File: src/rtl/btn_pkg.sv
// Shared constants and types for the push-button conditioning slice.
// Channel indices follow the board wiring of the raw button bus.
package btn_pkg;

  localparam int N_BTN = 5;

  localparam int BTN_C = 0;
  localparam int BTN_D = 1;
  localparam int BTN_L = 2;
  localparam int BTN_R = 3;
  localparam int BTN_U = 4;

  // Defaults assume a 100 MHz clock: 10 ms debounce, 300 ms first repeat, 50 ms cadence.
  localparam int DEF_DEBOUNCE_CYCLES = 1000000;
  localparam int DEF_REPEAT_DELAY    = 30000000;
  localparam int DEF_REPEAT_PERIOD   = 5000000;

  typedef enum logic [1:0] {
    IDLE   = 2'd0,
    DELAY  = 2'd1,
    REPEAT = 2'd2
  } rpt_state_e;

endpackage

File: src/rtl/btn_channel.sv
// One button: two-flop synchroniser, debounce counter and auto-repeat FSM.
// All outputs come straight from flops.
module btn_channel
  import btn_pkg::*;
#(
  parameter int DEBOUNCE_CYCLES = DEF_DEBOUNCE_CYCLES,
  parameter int REPEAT_DELAY    = DEF_REPEAT_DELAY,
  parameter int REPEAT_PERIOD   = DEF_REPEAT_PERIOD
) (
  input  logic clk,
  input  logic rst,
  input  logic btn_raw,
  output logic btn_level,
  output logic btn_press,
  output logic btn_release,
  output logic btn_step
);

  localparam int DW   = $clog2(DEBOUNCE_CYCLES);
  localparam int RMAX = (REPEAT_DELAY > REPEAT_PERIOD) ? REPEAT_DELAY : REPEAT_PERIOD;
  localparam int RW   = $clog2(RMAX);

  localparam logic [DW-1:0] DB_LAST = DW'(DEBOUNCE_CYCLES - 1);
  localparam logic [RW-1:0] RD_LAST = RW'(REPEAT_DELAY - 1);
  localparam logic [RW-1:0] RP_LAST = RW'(REPEAT_PERIOD - 1);

  logic          s1_q, s1_d;
  logic          s2_q, s2_d;
  logic          level_q, level_d;
  logic [DW-1:0] dcnt_q, dcnt_d;
  logic          press_q, press_d;
  logic          release_q, release_d;
  logic          step_q, step_d;
  rpt_state_e    state_q, state_d;
  logic [RW-1:0] rcnt_q, rcnt_d;

  // Next-state logic for synchroniser, debounce and repeat FSM.
  always_comb begin
    s1_d      = btn_raw;
    s2_d      = s1_q;
    level_d   = level_q;
    dcnt_d    = {DW{1'b0}};
    press_d   = 1'b0;
    release_d = 1'b0;
    step_d    = 1'b0;
    state_d   = state_q;
    rcnt_d    = rcnt_q;

    // Any sample matching the current level restarts the stability count.
    if (s2_q == level_q) begin
      dcnt_d = {DW{1'b0}};
    end else if (dcnt_q == DB_LAST) begin
      level_d   = s2_q;
      dcnt_d    = {DW{1'b0}};
      press_d   = s2_q;
      release_d = ~s2_q;
    end else begin
      dcnt_d = dcnt_q + {{(DW-1){1'b0}}, 1'b1};
    end

    // A release wins over a coincident repeat step.
    if (release_d) begin
      state_d = IDLE;
      rcnt_d  = {RW{1'b0}};
    end else begin
      case (state_q)
        IDLE: begin
          rcnt_d = {RW{1'b0}};
          if (press_d) begin
            step_d  = 1'b1;
            state_d = DELAY;
          end else begin
            state_d = IDLE;
          end
        end
        DELAY: begin
          if (rcnt_q == RD_LAST) begin
            step_d  = 1'b1;
            rcnt_d  = {RW{1'b0}};
            state_d = REPEAT;
          end else begin
            rcnt_d = rcnt_q + {{(RW-1){1'b0}}, 1'b1};
          end
        end
        REPEAT: begin
          if (rcnt_q == RP_LAST) begin
            step_d = 1'b1;
            rcnt_d = {RW{1'b0}};
          end else begin
            rcnt_d = rcnt_q + {{(RW-1){1'b0}}, 1'b1};
          end
        end
        default: begin
          state_d = IDLE;
          rcnt_d  = {RW{1'b0}};
        end
      endcase
    end
  end

  // State registers with synchronous active-low reset.
  always_ff @(posedge clk) begin
    if (!rst) begin
      s1_q      <= 1'b0;
      s2_q      <= 1'b0;
      level_q   <= 1'b0;
      dcnt_q    <= {DW{1'b0}};
      press_q   <= 1'b0;
      release_q <= 1'b0;
      step_q    <= 1'b0;
      state_q   <= IDLE;
      rcnt_q    <= {RW{1'b0}};
    end else begin
      s1_q      <= s1_d;
      s2_q      <= s2_d;
      level_q   <= level_d;
      dcnt_q    <= dcnt_d;
      press_q   <= press_d;
      release_q <= release_d;
      step_q    <= step_d;
      state_q   <= state_d;
      rcnt_q    <= rcnt_d;
    end
  end

  assign btn_level   = level_q;
  assign btn_press   = press_q;
  assign btn_release = release_q;
  assign btn_step    = step_q;

endmodule

File: src/rtl/btn_conditioner.sv
// Conditions every board push-button with an independent btn_channel.
module btn_conditioner
  import btn_pkg::*;
#(
  parameter int N_BTN           = btn_pkg::N_BTN,
  parameter int DEBOUNCE_CYCLES = DEF_DEBOUNCE_CYCLES,
  parameter int REPEAT_DELAY    = DEF_REPEAT_DELAY,
  parameter int REPEAT_PERIOD   = DEF_REPEAT_PERIOD
) (
  input  logic             clk,
  input  logic             rst,
  input  logic [N_BTN-1:0] btn_raw,
  output logic [N_BTN-1:0] btn_level,
  output logic [N_BTN-1:0] btn_press,
  output logic [N_BTN-1:0] btn_release,
  output logic [N_BTN-1:0] btn_step
);

  for (genvar g = 0; g < N_BTN; g++) begin : g_chan
    btn_channel #(
      .DEBOUNCE_CYCLES(DEBOUNCE_CYCLES),
      .REPEAT_DELAY   (REPEAT_DELAY),
      .REPEAT_PERIOD  (REPEAT_PERIOD)
    ) u_chan (
      .clk        (clk),
      .rst        (rst),
      .btn_raw    (btn_raw[g]),
      .btn_level  (btn_level[g]),
      .btn_press  (btn_press[g]),
      .btn_release(btn_release[g]),
      .btn_step   (btn_step[g])
    );
  end

endmodule

File: config.mk
export PLATFORM = sky130hd
export DESIGN_NAME = btn_conditioner
export DESIGN_NICKNAME = d
export VERILOG_FILES = /design/src/rtl/btn_pkg.sv /design/src/rtl/btn_channel.sv /design/src/rtl/btn_conditioner.sv
export SDC_FILE = /design/constraint.sdc
export NUM_CORES = 1
export LEC_CHECK = 0
export CELL_PAD_IN_SITES_DETAIL_PLACEMENT = 0
export CELL_PAD_IN_SITES_GLOBAL_PLACEMENT = 1
export CORE_MARGIN = 3
export CORE_UTILIZATION = 25
export DETAILED_ROUTE_END_ITERATION = 7
export PLACE_DENSITY_LB_ADDON = 0.3
export SLEW_MARGIN = 20
export SYNTH_ARGS = -nofsm -noshare
export SYNTH_HDL_FRONTEND = slang
export SYNTH_SLANG_ARGS = --single-unit
File: constraint.sdc
create_clock -name clk -period 3.1 [get_ports clk]
set_input_delay 0.62 -clock clk [delete_from_list [all_inputs] [get_ports clk]]
set_output_delay 0.62 -clock clk [all_outputs]
set_load 0.005 [all_outputs]
Word level (Yosys, flattened, before mapping)
Index checks and enable logic that the tools add are counted.
{"block": "word_totals", "register_bits": 265, "rom_bits": 0, "latchBits": 0, "mem_bits_rw": 0, "out_inout_bits": 20, "mem_count": 0, "wordCells": 201, "inputBits": 7}
{"block": "op_classes", "n_shift": 0, "addsub": 10, "div": 0, "bitwise_logic": 16, "magnitude_cmp": 0, "eq_ne": 35, "n_reduce_logical": 25, "n_mux": 70, "n_mul": 0}
{"cell": "$mux 25", "count": 10}
{"cell": "$pmux 25 s2", "count": 5}
{"cell": "$add 25x1->25 const B", "count": 5}
{"cell": "$eq 25x23->1 const B", "count": 5}
{"cell": "$eq 25x25->1 const B", "count": 5}
{"cell": "$add 20x1->20 const B", "count": 5}
{"cell": "$eq 20x20->1 const B", "count": 5}
{"cell": "$mux 1", "count": 40}
{"cell": "$pmux 2 s3", "count": 5}
{"cell": "$reduce_and 2->1", "count": 10}
{"cell": "$not 1->1", "count": 16}
{"cell": "$pmux 1 s3", "count": 5}
{"cell": "$reduce_or 3->1", "count": 5}
{"cell": "$eq 2x1->1 const B", "count": 5}
{"cell": "$eq 2x2->1 const B", "count": 5}
{"cell": "$logic_not 2->1", "count": 5}
{"cell": "$mux 2", "count": 5}
{"cell": "$ne 2x1->1 const B", "count": 5}
{"cell": "$reduce_or 2->1", "count": 5}
{"cell": "$eq 1x1->1", "count": 5}

Logic depth before layout (Yosys ltp)
Gate-level depths: netlist of the first run.
{"block": "logic_depth", "word_depth": 5, "mapped_depth": 8, "mapped_depth_nobuf": 7}

By module
Synthesis of the first run repeated with hierarchy kept, for this count alone.
{"block": "unflattened", "cells_unflattened": 1371, "hier_area_um2": 12355.6}
{"mod": "btn_channel (g_chan[0].u_chan ...)", "instances": 3, "cells_per_inst": 273, "area_each_um2": 2439.8, "seq_area_each_um2": 1061.0}
{"mod": "btn_channel (g_chan[4].u_chan)", "instances": 1, "cells_per_inst": 275, "area_each_um2": 2539.9, "seq_area_each_um2": 1061.0}
{"mod": "btn_channel (g_chan[1].u_chan)", "instances": 1, "cells_per_inst": 277, "area_each_um2": 2496.1, "seq_area_each_um2": 1061.0}

Worst setup path before layout of the first run
Ideal clock, no wire load.
{"block": "synth_path", "path_kind": "reg-to-reg", "start": "register g_chan[0].u_chan.rcnt_q[0]", "end": "register g_chan[0].u_chan.step_q", "synth_period_minus_slack_ps": 2125, "stages_incl_launch_ff": 8, "setup_time_ps": 86, "setup_slack_ps": 975, "required_time_ps": 3014, "arrival_time_ps": 2040, "n_path_buf": 1, "cell_sequence": "dfxtp_1 > ha_1 > and4_1 > clkbuf_1 > nand4_1 > or4_1 > or2_2 > a211oi_1"}
{"block": "synth_between", "elab_chain_cells": 3, "elab_cells_between_ends": 5, "cone_classes": "2 x eq/ne; 3 x mux"}
{"item": "from (decl)", "line_no": "btn_channel.sv:35", "source": "logic [RW-1:0] rcnt_q, rcnt_d;"}
{"item": "from (signal assigned)", "line_no": "btn_channel.sv:112", "source": "rcnt_q <= {RW{1'b0}};"}
{"item": "from (signal assigned)", "line_no": "btn_channel.sv:122", "source": "rcnt_q <= rcnt_d;"}
{"item": "$eq 25x23->1 or $eq 25x25->1 (tied branches)", "line_no": "btn_channel.sv:86, btn_channel.sv:77"}
{"item": "$mux 1 (on tied branches)", "line_no": "btn_channel.sv:86, btn_channel.sv:77"}
{"item": "$pmux 1 s3 *", "line_no": "btn_channel.sv:66", "source": "case (state_q)"}
{"item": "to (signal assigned)", "line_no": "btn_channel.sv:120", "source": "step_q <= step_d;"}
{"item": "to (decl)", "line_no": "btn_channel.sv:33", "source": "logic step_q, step_d;"}
Mark *: on every way between the ends. The rest lies on a longest branch, timed or not.
A chain may end at the register's enable or synchronous reset.

Final worst setup path of the first run
{"block": "layout_path", "start": "register g_chan[4].u_chan.dcnt_q[7]", "end": "register g_chan[4].u_chan.rcnt_q[23]"}
{"block": "layout_between", "elab_chain_cells": 4}
{"item": "from (decl)", "line_no": "btn_channel.sv:30", "source": "logic [DW-1:0] dcnt_q, dcnt_d;"}
{"item": "from (signal assigned)", "line_no": "btn_channel.sv:107", "source": "dcnt_q <= {DW{1'b0}};"}
{"item": "from (signal assigned)", "line_no": "btn_channel.sv:117", "source": "dcnt_q <= dcnt_d;"}
{"item": "$eq 20x20->1", "line_no": "btn_channel.sv:52", "source": "end else if (dcnt_q == DB_LAST) begin"}
{"item": "$mux 1", "line_no": "btn_channel.sv:52"}
{"item": "$mux 1", "line_no": "btn_channel.sv:50", "source": "if (s2_q == level_q) begin"}
{"item": "$reduce_or 2->1 (no line)"}
{"item": "to (signal assigned)", "line_no": "btn_channel.sv:112"}
{"item": "to (signal assigned)", "line_no": "btn_channel.sv:122"}
{"item": "to (decl)", "line_no": "btn_channel.sv:35"}
No other way between the ends.

==> parameters.txt, run 1 <==
Parameter                              Value

Status
  Status ... complete, no violations

Worst hold path
  Hold path startpoint ... g_chan[1].u_chan.s1_q
  Worst hold endpoint ... g_chan[1].u_chan.s2_q
  Cell count of the worst hold path ... 1
  Path category of the worst min-delay check ... reg -> reg

Place
  Dpl cell area ... roughly 0.013 mm2
  Total half-perimeter wirelength after legalization and detailed placement ... 17000 um
  Final GP Congestion ... 0.744
  Port Buffer Count ... 26
  Cell count after placement ... 1992

Worst setup path
  Reg-to-reg slack, setup ... 0.72 ns
  Element type at the critical path end ... flip-flop
  Source of the worst register-to-register timing path ... g_chan[4].u_chan.dcnt_q[7]
  Highest fanout seen on the critical path ... 24
  R2r endpoint ... g_chan[4].u_chan.rcnt_q[23]
  Kind of start point of the critical path ... flip-flop
  Arr. time, crit path ... around 2.8 ns
  Critical path type ... reg -> reg
  Depth of the worst register-to-register path ... 5
  Worst Path Required ... 3.49 ns

GRT
  First-pass GRT wire length ... 43700 um
  Vias in the first global route ... approximately 9000
  GRT overflow ... 0
  Largest net degree at the start of global routing ... 25
  Total track usage ... 10.1%
  Antenna violations before repair ... 0

Layout
  End-of-flow core utilization ... 29.5%
  Number of standard cells in the final layout excluding fillers ... 2054
  Area of all placed cells without fillers ... 0.0141 mm2
  Synthesis-to-layout area growth ... 16.3%
  Ratio of cells with drive above 1 in the final layout ... 5.70%
  Antenna Cells ... 0
  NumNets Final ... 1450

Routing
  Antenna violation net count after detailed routing ... 0
  Top layer reached by signal wires ... met4
  Via density ... 4.46
  Wire length on met1 ... about 13000 um
  Routed wire length on met2 ... 10600 um
  Drt pass-1 iters ... 4
  Mean routed wirelength per cell ... 12.2 um
  Wire length after detailed routing ... approximately 25000 um
  Routed via count ... about 9200
  Iteration-0 DRC count of the detailed router ... 451
  Met3 wire length ... about 1000 um
  Count of unresolved DRC violations after routing ... 0

Floorplanning
  Number of rows in the core area ... 80
  Number of top-level pins ... 27
  Initial cell density of the core ... 25.4%
  Area enclosed by the die boundary ... approximately 0.05 mm2
  Overall die width ... 226 um
  Core ar. ... 0.0478 mm2
  Die Ht ... 226 um

Logic synthesis
  Post-synthesis net count ... roughly 1400
  Proportion of synthesized chip area in sequential cells ... between 40% and 50%
  Per-instance average area after synthesis ... just under 9 um2
  Leading area contributor after synthesis ... sky130_fd_sc_hd__dfxtp_1
  Most common cell in the netlist ... sky130_fd_sc_hd__nor2_1
  Ys flop type ... sky130_fd_sc_hd__dfxtp_1
  Synth top area share ... between 40% and 50%
  Area contributors post-synth ... sky130_fd_sc_hd__dfxtp_1, sky130_fd_sc_hd__nor2_1, sky130_fd_sc_hd__xor2_1, sky130_fd_sc_hd__xnor2_1, sky130_fd_sc_hd__nand3_1
  Share of synthesized flip-flops with an asynchronous set or reset ... 0%
  Synth warnings ... 0
  Synth top cells by count ... sky130_fd_sc_hd__nor2_1, sky130_fd_sc_hd__dfxtp_1, sky130_fd_sc_hd__xor2_1
  Synth Instances ... 1393
  Total of flip-flops plus latches after synthesis ... around 270
  Number of enable-type register cells in the synthesized netlist ... 0
  Syn Std Cell Area ... 0.0121 mm2
  Number of different library cells in the post-synthesis netlist ... 55

Power and ir drop
  Leakage dissipation ... roughly 4.4 nW
  Share of power burned in combinational logic ... 0.7%
  Cell Int Power ... about 6 mW
  Power density cells ... 537 mW/mm2
  IR Drop Worst-Case VDD ... 261 uV
  Sequential power share ... a little under half
  Clock share of power ... a little over half
  Reported net switching power ... 1.56 mW
  Overall Power ... roughly 7.6 mW
  Sw frac ... a little over 20%

Timing
  Unrepaired setup endpoints after global routing ... false
  Max Clock Skew ... 0.0101 ns
  Setup total negative slack ... 0 ns
  Post-layout minimum cycle time ... 2.38 ns
  Highest clock frequency the design can meet ... 0.420 GHz
  Number of pins exceeding their max-slew limit in the final report ... 0
  Final critical-path share of the clock period ... 76.8%
  Count of final setup violators ... 0
  Worst-margin pin slew ... between 0.9 and 1 ns
  Rel. slew slack ... a little under two fifths
  Final hold violation count ... 0

Clock tree
  TritonCTS sink count ... between 200 and 300
  CTS H-Tree Depth ... 2
  Worst-path clk slew ... 0.06 ns
  Maximum root-to-sink buffer count ... 3
  Clock insertion delay at the later pin of the skew report ... 0.52 ns
  TritonCTS Buffers ... 34
  Number of hold buffers added after cts ... 0
  Clock tree from TritonCTS ... done
  Number of setup buffers added after CTS ... 0
  Clk Tree Root Cell ... sky130_fd_sc_hd__clkbuf_16
  Gates resized, CTS repair ... 0

Run
  Max-cap viol count ... 0
[worst max-delay path, cell delays in order (launching register included)]
cell,delay [ns]
sky130_fd_sc_hd__dfxtp_1,0.33
sky130_fd_sc_hd__or4_1,0.53
sky130_fd_sc_hd__or4_4,0.46
sky130_fd_sc_hd__o41ai_4,0.38
sky130_fd_sc_hd__a211o_2,0.45
sky130_fd_sc_hd__nor2_1,0.10
[power by group through the flow]
stage	Clock (mW)	Sequential, mW	Combinational, mW
2_1_floorplan	0	3.49	0.0334
3_3_place_gp	0	3.49	0.0545
3_5_place_dp	0	3.49	0.0546
4_1_cts	4.30	3.42	0.0550
5_1_grt	4.43	3.42	0.0605
6_report	4.11	3.42	0.0527
[state kept, by name, indices dropped and copies added, names as in the netlist]
name                       flops
g_chan.u_chan.btn_level        5
g_chan.u_chan.btn_press        5
g_chan.u_chan.btn_release      5
g_chan.u_chan.btn_step         5
g_chan.u_chan.dcnt_q         100
g_chan.u_chan.rcnt_q         125
g_chan.u_chan.s1_q             5
g_chan.u_chan.s2_q             5
g_chan.u_chan.state_q         10
[per-layer routing]
metal	global-route usage, %	vias up
li1	-	4809
met1	13.9	4215
met2	15.4	101
met3	2.47	40
met4	3.44	0
met5	0	-
[cells by family after synthesis]
logic type      synth area share [%]
compound gates                  3.78
buf+inv                         3.94
mux                            0.412
xor+xnor                        14.7
flops                           43.7
simple gates                    30.4
fa+ha+maj                       3.09
[through the flow]
stage                     worst slack [ns]  hold slack, ns
final                                0.719           0.431
after global placement               0.739           0.416
after CTS                            0.678           0.433
after detailed placement             0.701           0.419
after global routing                 0.513           0.444
after floorplan                      0.975           0.412
[layout make-up]
cell class	count	area, um2
clock buffer	53	1020
clock inverter	9	150
fill	5111	33700
inverter	42	158
multi-input combinational	1029	6360
sequential	265	5310
tap	615	769
timing repair buffer	41	368
[worst max path at each step]
| stage | from | endpoint | slack [ns] | cells past startpoint |
|---|---|---|---|---|
| after floorplan | g_chan[0].u_chan.rcnt_q[0] | g_chan[0].u_chan.btn_step | 0.97 | 7 |
| after global placement | g_chan[4].u_chan.dcnt_q[7] | g_chan[4].u_chan.rcnt_q[3] | 0.74 | 5 |
| after detailed placement | g_chan[4].u_chan.dcnt_q[7] | g_chan[4].u_chan.rcnt_q[2] | 0.70 | 5 |
| after CTS | g_chan[4].u_chan.dcnt_q[7] | g_chan[4].u_chan.rcnt_q[23] | 0.68 | 5 |
| after global routing | g_chan[4].u_chan.rcnt_q[17] | g_chan[4].u_chan.rcnt_q[17] | 0.51 | 5 |
| final | g_chan[4].u_chan.dcnt_q[7] | g_chan[4].u_chan.rcnt_q[23] | 0.72 | 5 |
[layout by cell type, fill, tap and decap left out, types with 17 or more instances in the layout]
cell and count:
sky130_fd_sc_hd__and2_1 17, sky130_fd_sc_hd__and3_1 44, sky130_fd_sc_hd__and4_1 19, sky130_fd_sc_hd__clkbuf_16 37, sky130_fd_sc_hd__clkdlybuf4s50_1 25, sky130_fd_sc_hd__dfxtp_1 265, sky130_fd_sc_hd__ha_1 30, sky130_fd_sc_hd__inv_1 42
sky130_fd_sc_hd__nand2_1 84, sky130_fd_sc_hd__nand3_1 90, sky130_fd_sc_hd__nand4_1 64, sky130_fd_sc_hd__nor2_1 270, sky130_fd_sc_hd__nor3_1 42, sky130_fd_sc_hd__nor4_1 33, sky130_fd_sc_hd__xnor2_1 99, sky130_fd_sc_hd__xor2_1 105
No activity file was read; power rests on OpenSTA's default activity.
==> run 2, diff against run 1 <==
==> constraint.sdc (replaced) <==
create_clock -name clk -period 1.9 [get_ports clk]
set_input_delay 0.38 -clock clk [delete_from_list [all_inputs] [get_ports clk]]
set_output_delay 0.38 -clock clk [all_outputs]
set_load 0.005 [all_outputs]
==> run 2 against run 1 <==
The run now ends with setup timing left. Clock skew rose by 0.0077 ns. Register-to-register slack got worse by 0.89 ns. Die area did not move. Critical path depth rose by 1. Cell count rose by 11%. Utilization rose by 5.4 points. Fmax rose by 15%. Worst setup slack got worse by 0.89 ns. Global-route usage rose by 0.79 points. Sequential power rose by 63%. Largest cell class unchanged.
==> parameters.txt, run 2 (synthesis results as in run 1) <==
Parameter                              Value

Status
  Status ... complete, but fails checks (was complete, no violations)
  Failing checks ... setup timing

Floorplanning
  Number of top-level pins ... 27 (unchanged)
  Initial cell density of the core ... 25.4% (unchanged)
  Number of rows in the core area ... 80 (unchanged)
  Overall die width ... 226 um (unchanged)
  Die Ht ... 226 um (unchanged)
  Core ar. ... 0.0478 mm2 (unchanged)
  Area enclosed by the die boundary ... 0.0512 mm2 (unchanged)

GRT
  Antenna violations before repair ... 0 (unchanged)
  Vias in the first global route ... 9793 (was 8969)
  GRT overflow ... 0 (unchanged)
  Total track usage ... 10.9% (was 10.1%)
  Largest net degree at the start of global routing ... 38 (was 25)
  First-pass GRT wire length ... 46800 um (was 43700 um)

Run
  Max-cap viol count ... 0 (unchanged)

Layout
  Antenna Cells ... 0 (unchanged)
  Largest register FFs ... 125 (unchanged)
  NumNets Final ... 1672 (was 1450)
  Filler Cells Inserted ... 4947 (was 5111)
  Ratio of cells with drive above 1 in the final layout ... 25.6% (was 5.70%)
  Synthesis-to-layout area growth ... 37.5% (was 16.3%)
  Largest registers in the final layout ... g_chan.u_chan.rcnt_q: 125 flops, g_chan.u_chan.dcnt_q: 100 flops, g_chan.u_chan.state_q: 10 flops (unchanged)
  Register containing the most flip-flops in the final layout ... g_chan.u_chan.rcnt_q (unchanged)
  Most frequent cells in the layout ... sky130_fd_sc_hd__dfxtp_1, sky130_fd_sc_hd__nor2_1, sky130_fd_sc_hd__buf_4 (was sky130_fd_sc_hd__nor2_1, sky130_fd_sc_hd__dfxtp_1, sky130_fd_sc_hd__xor2_1)
  Area of all placed cells without fillers ... 0.0167 mm2 (was 0.0141 mm2)
  Most frequent standard cell in the layout excluding fill and tap cells ... sky130_fd_sc_hd__dfxtp_1 (was sky130_fd_sc_hd__nor2_1)

Worst hold path
  Path category of the worst min-delay check ... in -> reg (was reg -> reg)

Power and ir drop
  Cell Int Power ... 9.70 mW (was 6.03 mW)
  Reported net switching power ... 2.54 mW (was 1.56 mW)
  Sw frac ... 20.7% (was 20.5%)
  IR Drop Worst-Case VDD ... 461 uV (was 261 uV)
  Clock share of power ... 53.3% (was 54.2%)
  Share of power burned in combinational logic ... 1.1% (was 0.7%)
  Sequential power share ... 45.6% (was 45.1%)
  Leakage dissipation ... 5.76 nW (was 4.39 nW)
  Power density cells ... 733 mW/mm2 (was 537 mW/mm2)

Worst setup path
  Critical path type ... reg -> reg (unchanged)
  Source of the worst register-to-register timing path ... g_chan[4].u_chan.dcnt_q[7] (unchanged)
  Arr. time, crit path ... 2.48 ns (was 2.77 ns)
  Kind of start point of the critical path ... flip-flop (unchanged)
  Worst Path Required ... 2.31 ns (was 3.49 ns)
  Reg-to-reg slack, setup ... -0.17 ns (was 0.72 ns)
  Element type at the critical path end ... flip-flop (unchanged)
  Destination of the critical timing path ... g_chan[4].u_chan.rcnt_q[19] (was g_chan[4].u_chan.rcnt_q[23])
  R2r endpoint ... g_chan[4].u_chan.rcnt_q[19] (was g_chan[4].u_chan.rcnt_q[23])
  Depth of the worst register-to-register path ... 6 (was 5)
  Highest fanout seen on the critical path ... 24 (unchanged)
  Start point of the critical path ... g_chan[4].u_chan.dcnt_q[7] (unchanged)

Clock tree
  Maximum root-to-sink buffer count ... 3 (unchanged)
  Clock tree from TritonCTS ... done (unchanged)
  Clk Tree Root Cell ... sky130_fd_sc_hd__clkbuf_16 (unchanged)
  Clock insertion delay at the later pin of the skew report ... 0.53 ns (was 0.52 ns)
  TritonCTS sink count ... 265 (unchanged)
  TritonCTS Buffers ... 34 (unchanged)
  Worst-path clk slew ... 0.05 ns (was 0.06 ns)
  Number of hold buffers added after cts ... 0 (unchanged)
  CTS H-Tree Depth ... 2 (unchanged)

Timing
  Number of pins exceeding their max-slew limit in the final report ... 0 (unchanged)
  Worst-margin pin slew ... 0.543 ns (was 0.934 ns)
  Final hold violation count ... 0 (unchanged)
  Highest clock frequency the design can meet ... 0.482 GHz (was 0.420 GHz)
  Max Clock Skew ... 0.0178 ns (was 0.0101 ns)
  Final critical-path share of the clock period ... 109% (was 76.8%)
  Unrepaired setup endpoints after global routing ... true (was false)
  Setup slack of the critical path after layout ... -0.173 ns (was 0.719 ns)
  Post-layout minimum cycle time ... 2.07 ns (was 2.38 ns)
  Count of final setup violators ... 122 (was 0)
  Rel. slew slack ... 63.3% (was 37.2%)

Place
  Total half-perimeter wirelength after legalization and detailed placement ... 18600 um (was 17000 um)
  Final GP Congestion ... 0.751 (was 0.744)
  Port Buffer Count ... 26 (unchanged)
  Dpl cell area ... 0.0146 mm2 (was 0.0130 mm2)
  Pre-CTS worst setup slack ... -0.270 ns (was 0.701 ns)

Routing
  Wire length after detailed routing ... 28300 um (was 25100 um)
  Met3 wire length ... 941 um (was 977 um)
  Mean routed wirelength per cell ... 12.4 um (was 12.2 um)
  Routed wire length on met2 ... 12800 um (was 10600 um)
  Antenna violation net count after detailed routing ... 0 (unchanged)
  Routed via count ... 10100 (was 9165)
  Count of unresolved DRC violations after routing ... 0 (unchanged)
  Via density ... 4.46 (about the same)
  Drt pass-1 iters ... 4 (unchanged)
  Iteration-0 DRC count of the detailed router ... 311 (was 451)
  Wire length on met1 ... 13800 um (was 13000 um)
  Top layer reached by signal wires ... met4 (unchanged)
[run 2: cell types whose count changed in the layout (fill, tap and decap cells not counted), moves of 14 or more]
cell	change
sky130_fd_sc_hd__buf_4	+193
sky130_fd_sc_hd__nor2_1	-51
sky130_fd_sc_hd__nor2_2	+29
sky130_fd_sc_hd__nor2_4	+22
sky130_fd_sc_hd__dfxtp_1	-16
sky130_fd_sc_hd__dfxtp_2	+16
sky130_fd_sc_hd__buf_6	+14
[run 2: worst max-delay path: stages (launching register included)]
cell and delay, ns:
sky130_fd_sc_hd__dfxtp_2 0.31, sky130_fd_sc_hd__or4_4 0.52, sky130_fd_sc_hd__or4_4 0.47, sky130_fd_sc_hd__o41ai_4 0.25, sky130_fd_sc_hd__a211o_2 0.18, sky130_fd_sc_hd__buf_12 0.16, sky130_fd_sc_hd__a21oi_1 0.05
[run 2: area by class of cell]
cell class              instances  area (um2)  share of cell area, %
multi-input cells            1032        7060                   42.3
flip-flops and latches        265        5330                   31.9
repair buffers                260        2240                   13.4
clock buffers                  50        1040                   6.26
well taps                     615         769                   4.61
inverters                      42         158                  0.945
clock inverters                 8        90.1                  0.540
[run 2: worst min path at each step]
stage,slack (ns),startpoint,endpoint,depth (start not counted)
final,0.33,rst,g_chan[0].u_chan.btn_level,3
after floorplan,0.41,g_chan[4].u_chan.rcnt_q[0],g_chan[4].u_chan.rcnt_q[0],1
after global placement,0.42,g_chan[3].u_chan.s1_q,g_chan[3].u_chan.s2_q,1
after detailed placement,0.42,g_chan[3].u_chan.s1_q,g_chan[3].u_chan.s2_q,1
after global routing,0.32,rst,g_chan[0].u_chan.s2_q,3
after CTS,0.29,rst,g_chan[4].u_chan.btn_release,4
[run 2: layer usage]
metal,track usage [%],vias to the layer above
met1,14.3,4714
met2,17.7,98
met5,0,-
met4,4.22,0
met3,2.15,46
li1,-,5273
[run 2: metrics by stage]
step                util [%]  setup TNS (ns)  cells  power [mW]  hold slack (ns)
detailed placement      30.6          -21.08   2187        5.81            0.421
global placement        30.6          -16.93   2187        5.81            0.417
global route            34.9          -24.73   2272        12.7            0.324
CTS                     33.6          -13.42   2257        12.5            0.293
floorplan                  -           -8.96   1393        5.76            0.411
finish                  34.9          -15.86   2272        12.2            0.332
[run 2: timing repair]
item | 4_1_cts | 5_1_grt
pin swaps | 53 | 50
gates cloned | 6 | 7
setup endpoints to repair | 195 | 218
buffers inserted | 6 | 10
gates resized for setup | 48 | 116
[run 2: power by group through the flow]
stage	combinational, mW	clock (mW)	sequential [mW]
2_1_floorplan	0.0577	0	5.70
3_5_place_dp	0.107	0	5.70
6_report	0.135	6.52	5.58
5_1_grt	0.147	7.01	5.58
4_1_cts	0.127	6.83	5.58
3_3_place_gp	0.106	0	5.70
